<file path="src/rtl/alu_defs_pkg.sv">
// Shared ALU definitions: ALU control codes, mul/div op codes and the
// sequencer FSM state encoding. Imported by alu_muldiv_seq.
package alu_defs_pkg;

    // ALU ctrl_i encodings
    localparam logic [3:0] ALU_AND  = 4'b0000;
    localparam logic [3:0] ALU_OR   = 4'b0001;
    localparam logic [3:0] ALU_ADD  = 4'b0010;
    localparam logic [3:0] ALU_SUB  = 4'b0110;
    localparam logic [3:0] ALU_SLT  = 4'b0111;
    localparam logic [3:0] ALU_NOR  = 4'b1100;
    localparam logic [3:0] ALU_NAND = 4'b1101;

    // Mul/div op select (op_i)
    localparam logic MD_MULU = 1'b0;
    localparam logic MD_DIVU = 1'b1;

    // Sequencer FSM states
    localparam logic [1:0] ST_IDLE = 2'd0;
    localparam logic [1:0] ST_CALC = 2'd1;
    localparam logic [1:0] ST_DONE = 2'd2;

endpackage

</file>
<file path="src/rtl/alu_muldiv_seq.sv">
// Multi-cycle 32x32 unsigned multiply / restoring divide sequencer that
// borrows the shared 32-bit ALU for one add or subtract per cycle.
// Ports:
//   clk_i, rst_i          clock, synchronous active-high reset
//   start_i, op_i         request and op (0 MULU, 1 DIVU), sampled in IDLE
//   a_i, b_i              multiplicand/dividend, multiplier/divisor
//   busy_o, done_o        busy in CALC/DONE; done is a one-cycle pulse
//   hi_o, lo_o            MULU {product hi, lo}; DIVU {remainder, quotient}
//   alu_src1_o/src2_o/ctrl_o, alu_result_i   shared ALU hookup
module alu_muldiv_seq
    import alu_defs_pkg::*;
#(
    parameter int XLEN  = 32,
    parameter int CNT_W = 6
) (
    input  logic            clk_i,
    input  logic            rst_i,
    input  logic            start_i,
    input  logic            op_i,
    input  logic [XLEN-1:0] a_i,
    input  logic [XLEN-1:0] b_i,
    output logic            busy_o,
    output logic            done_o,
    output logic [XLEN-1:0] hi_o,
    output logic [XLEN-1:0] lo_o,
    output logic [XLEN-1:0] alu_src1_o,
    output logic [XLEN-1:0] alu_src2_o,
    output logic [3:0]      alu_ctrl_o,
    input  logic [XLEN-1:0] alu_result_i
);

    logic [1:0]      state_q;
    logic [CNT_W-1:0] cnt_q;
    logic            op_q;
    logic [XLEN-1:0] hi_q;    // MULU: partial product hi; DIVU: remainder
    logic [XLEN-1:0] lo_q;    // MULU: multiplier/product lo; DIVU: quotient
    logic [XLEN-1:0] opd_q;   // MULU: multiplicand; DIVU: divisor

    logic [XLEN-1:0] mul_sum;
    logic            mul_carry;
    logic [XLEN-1:0] div_r;
    logic            div_msb;
    logic            div_borrow;

    assign busy_o = (state_q != ST_IDLE);
    assign done_o = (state_q == ST_DONE);
    assign hi_o   = hi_q;
    assign lo_o   = lo_q;

    always_comb begin
        // Divide step: shift remainder left, bringing in the next dividend bit.
        // The bit shifted out of the remainder is kept as a 33rd bit.
        div_msb = hi_q[XLEN-1];
        div_r   = {hi_q[XLEN-2:0], lo_q[XLEN-1]};

        alu_src1_o = '0;
        alu_src2_o = '0;
        alu_ctrl_o = ALU_AND;
        if (state_q == ST_CALC) begin
            alu_src2_o = opd_q;
            if (op_q == MD_MULU) begin
                alu_src1_o = hi_q;
                alu_ctrl_o = ALU_ADD;
            end else begin
                alu_src1_o = div_r;
                alu_ctrl_o = ALU_SUB;
            end
        end

        // The ALU has no carry-out, so recover it from the operand and sum MSBs.
        if (lo_q[0]) begin
            mul_sum   = alu_result_i;
            mul_carry = (hi_q[XLEN-1] & opd_q[XLEN-1]) |
                        ((hi_q[XLEN-1] | opd_q[XLEN-1]) & ~alu_result_i[XLEN-1]);
        end else begin
            mul_sum   = hi_q;
            mul_carry = 1'b0;
        end

        // Borrow of r - d; a set 33rd bit means the true r exceeds d, no borrow.
        div_borrow = ~div_msb &
                     ((~div_r[XLEN-1] & opd_q[XLEN-1]) |
                      ((~div_r[XLEN-1] | opd_q[XLEN-1]) & alu_result_i[XLEN-1]));
    end

    always_ff @(posedge clk_i) begin
        if (rst_i) begin
            state_q <= ST_IDLE;
            cnt_q   <= '0;
            op_q    <= MD_MULU;
            hi_q    <= '0;
            lo_q    <= '0;
            opd_q   <= '0;
        end else begin
            case (state_q)
                ST_IDLE: begin
                    if (start_i) begin
                        op_q  <= op_i;
                        cnt_q <= '0;
                        opd_q <= (op_i == MD_MULU) ? a_i : b_i;
                        if (op_i == MD_DIVU && b_i == '0) begin
                            hi_q    <= a_i;
                            lo_q    <= '1;
                            state_q <= ST_DONE;
                        end else begin
                            hi_q    <= '0;
                            lo_q    <= (op_i == MD_MULU) ? b_i : a_i;
                            state_q <= ST_CALC;
                        end
                    end
                end
                ST_CALC: begin
                    cnt_q <= cnt_q + 1'b1;
                    if (op_q == MD_MULU) begin
                        {hi_q, lo_q} <= {mul_carry, mul_sum, lo_q[XLEN-1:1]};
                    end else begin
                        hi_q <= div_borrow ? div_r : alu_result_i;
                        lo_q <= {lo_q[XLEN-2:0], ~div_borrow};
                    end
                    if (cnt_q == CNT_W'(XLEN-1))
                        state_q <= ST_DONE;
                end
                ST_DONE: state_q <= ST_IDLE;
                default: state_q <= ST_IDLE;
            endcase
        end
    end

endmodule
</file>
<file path="config.mk">
export PLATFORM = sky130hd
export DESIGN_NAME = alu_muldiv_seq
export DESIGN_NICKNAME = d
export VERILOG_FILES = /design/src/rtl/alu_defs_pkg.sv /design/src/rtl/alu_muldiv_seq.sv
export SDC_FILE = /design/constraint.sdc
export NUM_CORES = 1
export LEC_CHECK = 0
export ABC_CLOCK_PERIOD_IN_PS = 1500
export CORE_ASPECT_RATIO = 0.7
export CORE_MARGIN = 8
export CORE_UTILIZATION = 30
export CTS_CLUSTER_SIZE = 25
export DETAILED_ROUTE_END_ITERATION = 12
export GPL_TIMING_DRIVEN = 0
export HOLD_SLACK_MARGIN = 0.1
export MAX_ROUTING_LAYER = met4
export PLACE_DENSITY = 0.57
export SYNTH_ARGS = -nofsm -noshare
export SYNTH_HDL_FRONTEND = slang
export SYNTH_SLANG_ARGS = --single-unit
</file>
<file path="constraint.sdc">
create_clock -name clk_i -period 1.5 [get_ports clk_i]
set_input_delay 0.225 -clock clk_i [delete_from_list [all_inputs] [get_ports clk_i]]
set_output_delay 0.225 -clock clk_i [all_outputs]
set_load 0.02 [all_outputs]
</file>
==> impl_metrics.toml, run 1 <==
[cts]
holdBufCountCts = 0
cts_buffer_depth = 2
clock-root-buffer = "clkbuf_16"
cts_made_buffers = 9
cts_sinks = 105
clock_latency_ps = 360
cts_tree = "done"
htree_num_levels = 3
path_clk_slew_ps = 70

[detailed_routing]
wl_mm = 32.0
viasPerCell = 5.44
num_vias = 7414
ant_nets = 0
detail_route.iter0.violations = 457
dr.pass1.iters = 5
drcViolationCount = 0
wl_per_cell_um = 23.5

[min_path]
worst_hold_path_type = "input port to flop"

[critical_path]
worstSetupPathType = "flop to primary output"
cp_max_fo = 10
cp-start-kind = "flop"
r2r_slack_ps = -250
worstPathArrival_ps = 1570
cp-end-kind = "primary output"
cp.required_ps = 1270

[synth]
synth_ff_type = "dfxtp_1"
ys_warn_count = 0
synth_common_cells = "nor2_1, mux2i_1, dfxtp_1"
synth_enable_flop_cells = 0
syn_inst = 764
syn_area_per_cell_um2 = 8.67
yosys.area.top_type = "dfxtp_1"
ys_ff_latch = 105
ys_top_cells_by_area = "dfxtp_1, mux2i_1, nor2_1"
netlist_area_mm2 = 0.00663
synthMostInstantiatedCell = "nor2_1"
ys_seq_area_share_pct = 31.7
ys_async_sr_fraction_pct = 0
synth_cell_types = 43
netlist.area_leader.share_pct = 31.7

[sta]
setup_ws_ps = -296
rsz0062_at_grt = "yes"
hold_viol = 0
report.final.slew_viol_count = 0
setup_viol = 150
finalCritPeriodShare_pct = 120
slew_headroom_pct = 57.0
finClkSkew_ps = 10.1
timing.final.crit_period_ps = 1800
clock.fmax_mhz = 557
tightest_slew_ps = 645

[run_status]
violations = "setup timing"
status = "finished with violations"

[power_and_ir_drop]
peakVddDrop_v = 0.000597
powerDensity_mw_per_mm2 = 1030
p_leak_uw = 0.00495
finalPower_uw = 12400

[final_layout]
fin_nets = 1176
synthToLayoutAreaGrowth_pct = 82.7
stdcell_count = 1362
drive_above_1_share_pct = 46.2

[global_route]
first_global_vias = 7399
grt_usage_pct = 22.1
grt_pass1_wl_mm = 45.7
grt_antenna_before_repair = 1
gr-total-overflow = 0
grt_start_max_net_pins = 17

[run]
cap_violations = 0

[placement]
place_inst = 1278
gp_congestion = 0.855
hpwlAfterDp_mm = 22.6
port_buffers = 231

[floorplan]
dieArea_mm2 = 0.0272
ioPinCount = 234
die_h_um = 140
initial_utilization_pct = 30.6
coreArea_mm2 = 0.0217
dieWidth_um = 194
num_rows = 45
==> critical path, cell delays in order, from the launching register on <==
cell and delay (ps):
dfxtp_4 370, buf_12 150, buf_12 170, mux2i_2 300
nor2_4 70, buf_6 130
==> sequential cells by signal, summed over array words and instances, names as in the netlist <==
register and count:
cnt_q 6, hi_o 32, lo_o 32, op_q 1, opd_q 32, state_q 2
==> stage by stage <==
| stage | utilization, % | cell area (um^2) | hold WS (ps) | setup TNS [ps] | setup slack [ps] |
|---|---|---|---|---|---|
| final | 55.8 | 12100 | 244 | -29650 | -296 |
| after global routing | 55.8 | 12100 | 263 | -37510 | -335 |
| after CTS | 51.6 | 11200 | 234 | -29620 | -351 |
| after detailed placement | 43.6 | 9450 | 488 | -131830 | -1110 |
| after global placement | 43.6 | 9450 | 483 | -129130 | -1100 |
| after floorplan | - | 6790 | 402 | -1210 | -53.8 |
==> metal layers <==
| layer | track usage (%) | routed length (um) | vias to the layer above |
|---|---|---|---|
| met1 | 29.8 | 15000 | 3666 |
| met2 | 33.6 | 14400 | 283 |
| met3 | 5.26 | 2120 | 33 |
| li1 | - | - | 3432 |
| met5 | - | 0 | - |
| met4 | 3.92 | 415 | 0 |
==> layout by cell type (no fill, tap or decap), types with 5 or more instances in the layout <==
master           Yosys  routed
clkdlybuf4s50_1      0      65
nor2_4               0      29
clkdlybuf4s15_1      0       5
nor4_4               0      14
dfxtp_1            105      95
buf_12               0      17
a211oi_2             0      45
nor2_1             146     102
buf_8                0      19
mux2i_2              0       7
mux2i_4              0      10
a21oi_1             11      10
clkbuf_8             0      10
o22ai_1             29      17
buf_2               16      16
mux2i_1            128     111
buf_4                2      41
and2_4               0      30
dlygate4sd2_1        0      66
dfxtp_2              0       6
nor2_2               0      15
nand2_1             38      32
o221ai_1            32      28
mux2_2              30      30
o22ai_2              0       8
buf_6                3      82
clkbuf_2             1      25
a211oi_1            61      16
clkbuf_16            0      22
nor4_2              30      23
==> final timing paths <==
check,from,end,cells past startpoint
worst min-delay path,b_i[1],opd_q[1]$_SDFFE_PP0P_,3
worst max-delay path,op_q$_SDFFE_PP0P_,alu_src1_o[5],5
worst min register to register,cnt_q[0]$_SDFFE_PP0P_,cnt_q[0]$_SDFFE_PP0P_,1
worst max register to register,state_q[1]$_SDFFE_PP0P_,hi_o[28]$_SDFFE_PP0P_,9
==> what timing repair did <==
action	in CTS	in global routing
setup buffers	34	26
setup endpoints to repair	237	173
gates cloned	10	7
resized for setup	786	212
pin swaps	56	55
==> kinds of logic (layout without fill, tap and decap cells) <==
kind of cell | after synthesis | after routing | share of synthesized area (%)
AOI/OAI and AO/OA | 144 | 144 | 15.9
xor gates and xnor gates | 3 | 3 | 0.397
adders and majority gates | 2 | 2 | 0.340
buffers and inverters | 76 | 390 | 5.08
DFF | 105 | 105 | 31.7
muxes | 158 | 158 | 24.4
other | 1 | 3 | 0.0566
and+or+nand+nor | 275 | 275 | 22.1
==> power breakdown <==
| part | internal (uW) | switching (uW) | leakage, uW |
|---|---|---|---|
| clock network | 1290 | 1140 | 0.000142 |
| logic | 3110 | 3180 | 0.00394 |
| registers | 3200 | 510 | 0.000872 |
| total | 7600 | 4820 | 0.00495 |
==> layout make-up <==
cell class | count | area [um^2]
Tap cell | 282 | 353
Antenna cell | 1 | 2.50
Clock buffer | 10 | 229
Timing Repair inverter | 1 | 8.76
Sequential cell | 105 | 2120
Buffer | 67 | 870
Inverter | 3 | 32.5
Multi-Input combinational cell | 584 | 5320
Clock inverter | 5 | 57.6
Fill cell | 1930 | 9570
Timing Repair Buffer | 304 | 3110
No activity file was read; power rests on OpenSTA's default activity.
==> run 2: changes to the inputs <==
--- a/config.mk
+++ b/config.mk
@@ -11,7 +11,6 @@
 export CORE_UTILIZATION = 30
 export CTS_CLUSTER_SIZE = 25
 export DETAILED_ROUTE_END_ITERATION = 12
-export GPL_TIMING_DRIVEN = 0
 export HOLD_SLACK_MARGIN = 0.1
 export MAX_ROUTING_LAYER = met4
 export PLACE_DENSITY = 0.57
==> run 2 against run 1 <==
Effect of this change: the flow still finishes with violations (setup timing); register-to-register slack barely moved; fmax rose by 0.95%; routed wire length rose by 1.0%; clock power fell by 3%; clock skew fell by 4.2 ps; critical path type unchanged; power rose by 0.81%; largest cell class unchanged; utilization rose by 1.8 points; combinational power rose by 3.8%; sequential share of layout area fell by 0.62 points; worst hold slack improved by 20 ps.
==> impl_metrics.toml, run 2 (synthesis results as in run 1) <==
[cts]
htree_num_levels = 3
clock-root-buffer = "clkbuf_16"
cts_tree = "done"
clock_latency_ps = 360
cts_sinks = 105
cts_made_buffers = 9
cts_buffer_depth = 2
path_clk_slew_ps = 80

[sta]
slew_headroom_pct = 68.4
clock.fmax_mhz = 562
finalSetupTns_ps = -32500
hold_viol = 0
setup_viol = 173
fin_hold_ws_ps = 265
tightest_slew_ps = 461
setup_ws_ps = -279
timing.final.crit_period_ps = 1780
report.final.slew_viol_count = 0
finalCritPeriodShare_pct = 119
rsz0062_at_grt = "yes"
finClkSkew_ps = 5.89

[global_route]
grt_start_max_net_pins = 38
grt_usage_pct = 20.5
gr-total-overflow = 0
first_global_vias = 6856
grt_antenna_before_repair = 1
grt_pass1_wl_mm = 42.5

[detailed_routing]
drcViolationCount = 0
top_layer_used = "met4"
dr_wl_met3_mm = 1.82
detail_route.iter0.violations = 548
dr.pass1.iters = 5
routed-wl-met2_mm = 14.4
wl_mm = 32.3
wl_per_cell_um = 23.0
met1Wirelength_mm = 15.7
viasPerCell = 5.38
ant_nets = 0
num_vias = 7544

[placement]
hpwlAfterDp_mm = 21.2
place_inst = 1319
port_buffers = 231
gp_congestion = 0.853
dpl-instance-area_mm2 = 0.0101

[power_and_ir_drop]
switchingPower_uw = 4800
peakVddDrop_v = 0.000733
pwr-share-comb_pct = 52.0
internal-power_uw = 7720
p_leak_uw = 0.00584
p_seq_share_pct = 29.2
finalPower_uw = 12500
swShare_pct = 38.4
powerDensity_mw_per_mm2 = 1000
p_clk_share_pct = 18.8

[floorplan]
ioPinCount = 234
coreArea_mm2 = 0.0217
die_h_um = 140
num_rows = 45
dieWidth_um = 194
dieArea_mm2 = 0.0272
initial_utilization_pct = 30.6

[critical_path]
worstSetupPathType = "flop to primary output"
cp.required_ps = 1270
cp-end-kind = "primary output"
cp_max_fo = 12
cp-start-kind = "flop"
worstPathArrival_ps = 1550

[final_layout]
final_common_cell = "buf_4"
synthToLayoutAreaGrowth_pct = 88.7
final_cell_area_mm2 = 0.0125
drive_above_1_share_pct = 46.0
multi_input_area_mm2 = 0.00508
final_cell_mix = "buf_4, nor2_1, mux2i_1"
seq_area_mm2 = 0.00212
stdcell_count = 1402
fin_nets = 1216
fillCellCount = 1851

[min_path]
worst_hold_path_type = "input port to flop"

[run]
cap_violations = 0

[run_status]
status = "finished with violations"
violations = "setup timing"
-- run 2: worst max-delay path, cell delays in order (launching register included) --
cell and delay [ps]:
dfxtp_2 340, nand2b_4 190, inv_6 100, bufbuf_16 290, and2_4 160, buf_12 110
-- run 2: routing by layer --
layer	global-route usage [%]	up-vias
li1	-	3523
met1	29.0	3763
met2	29.3	233
met3	4.71	25
met4	3.84	0
met5	-	-
-- run 2: cell type report --
type	count	area share, %
multi-input combinational	584	40.7
timing repair buffer	412	37.2
sequential	105	16.9
tap	282	2.82
clock buffer	9	1.80
clock inverter	6	0.390
inverter	3	0.150
antenna	1	0.0200
-- run 2: worst paths after layout --
| kind | from | end | slack [ps] | depth (start not counted) |
|---|---|---|---|---|
| worst max register to register | state_q[1]$_SDFFE_PP0P_ | opd_q[28]$_SDFFE_PP0P_ | -240 | 10 |
| worst max-delay path | state_q[1]$_SDFFE_PP0P_ | alu_src2_o[15] | -280 | 5 |
| worst min-delay path | rst_i | op_q$_SDFFE_PP0P_ | 260 | 2 |
| worst min register to register | cnt_q[0]$_SDFFE_PP0P_ | cnt_q[0]$_SDFFE_PP0P_ | 510 | 1 |
-- run 2: timing repair --
action	CTS	global route
setup endpoints to repair	233	228
hold buffers	0	0
buffers inserted	10	34
endpoints found under the hold margin	0	0
resized for setup	416	305
gates cloned	4	20
pin swaps	7	62
-- run 2: power groups by stage --
| stage | Clock, uW | Combinational, uW | Sequential (uW) |
|---|---|---|---|
| CTS | 2370 | 5100 | 3580 |
| global route | 2470 | 6840 | 3700 |
| floorplan | 0 | 2320 | 3850 |
| global placement | 0 | 4820 | 3620 |
| finish | 2350 | 6520 | 3650 |
| detailed placement | 0 | 4830 | 3620 |
-- run 2: per-stage QoR --
step                utilization, %  worst slack [ps]
global placement              46.8              -828
finish                        57.7              -279
floorplan                        -             -53.8
global route                  57.7              -306
CTS                           49.6              -269
detailed placement            46.8              -777
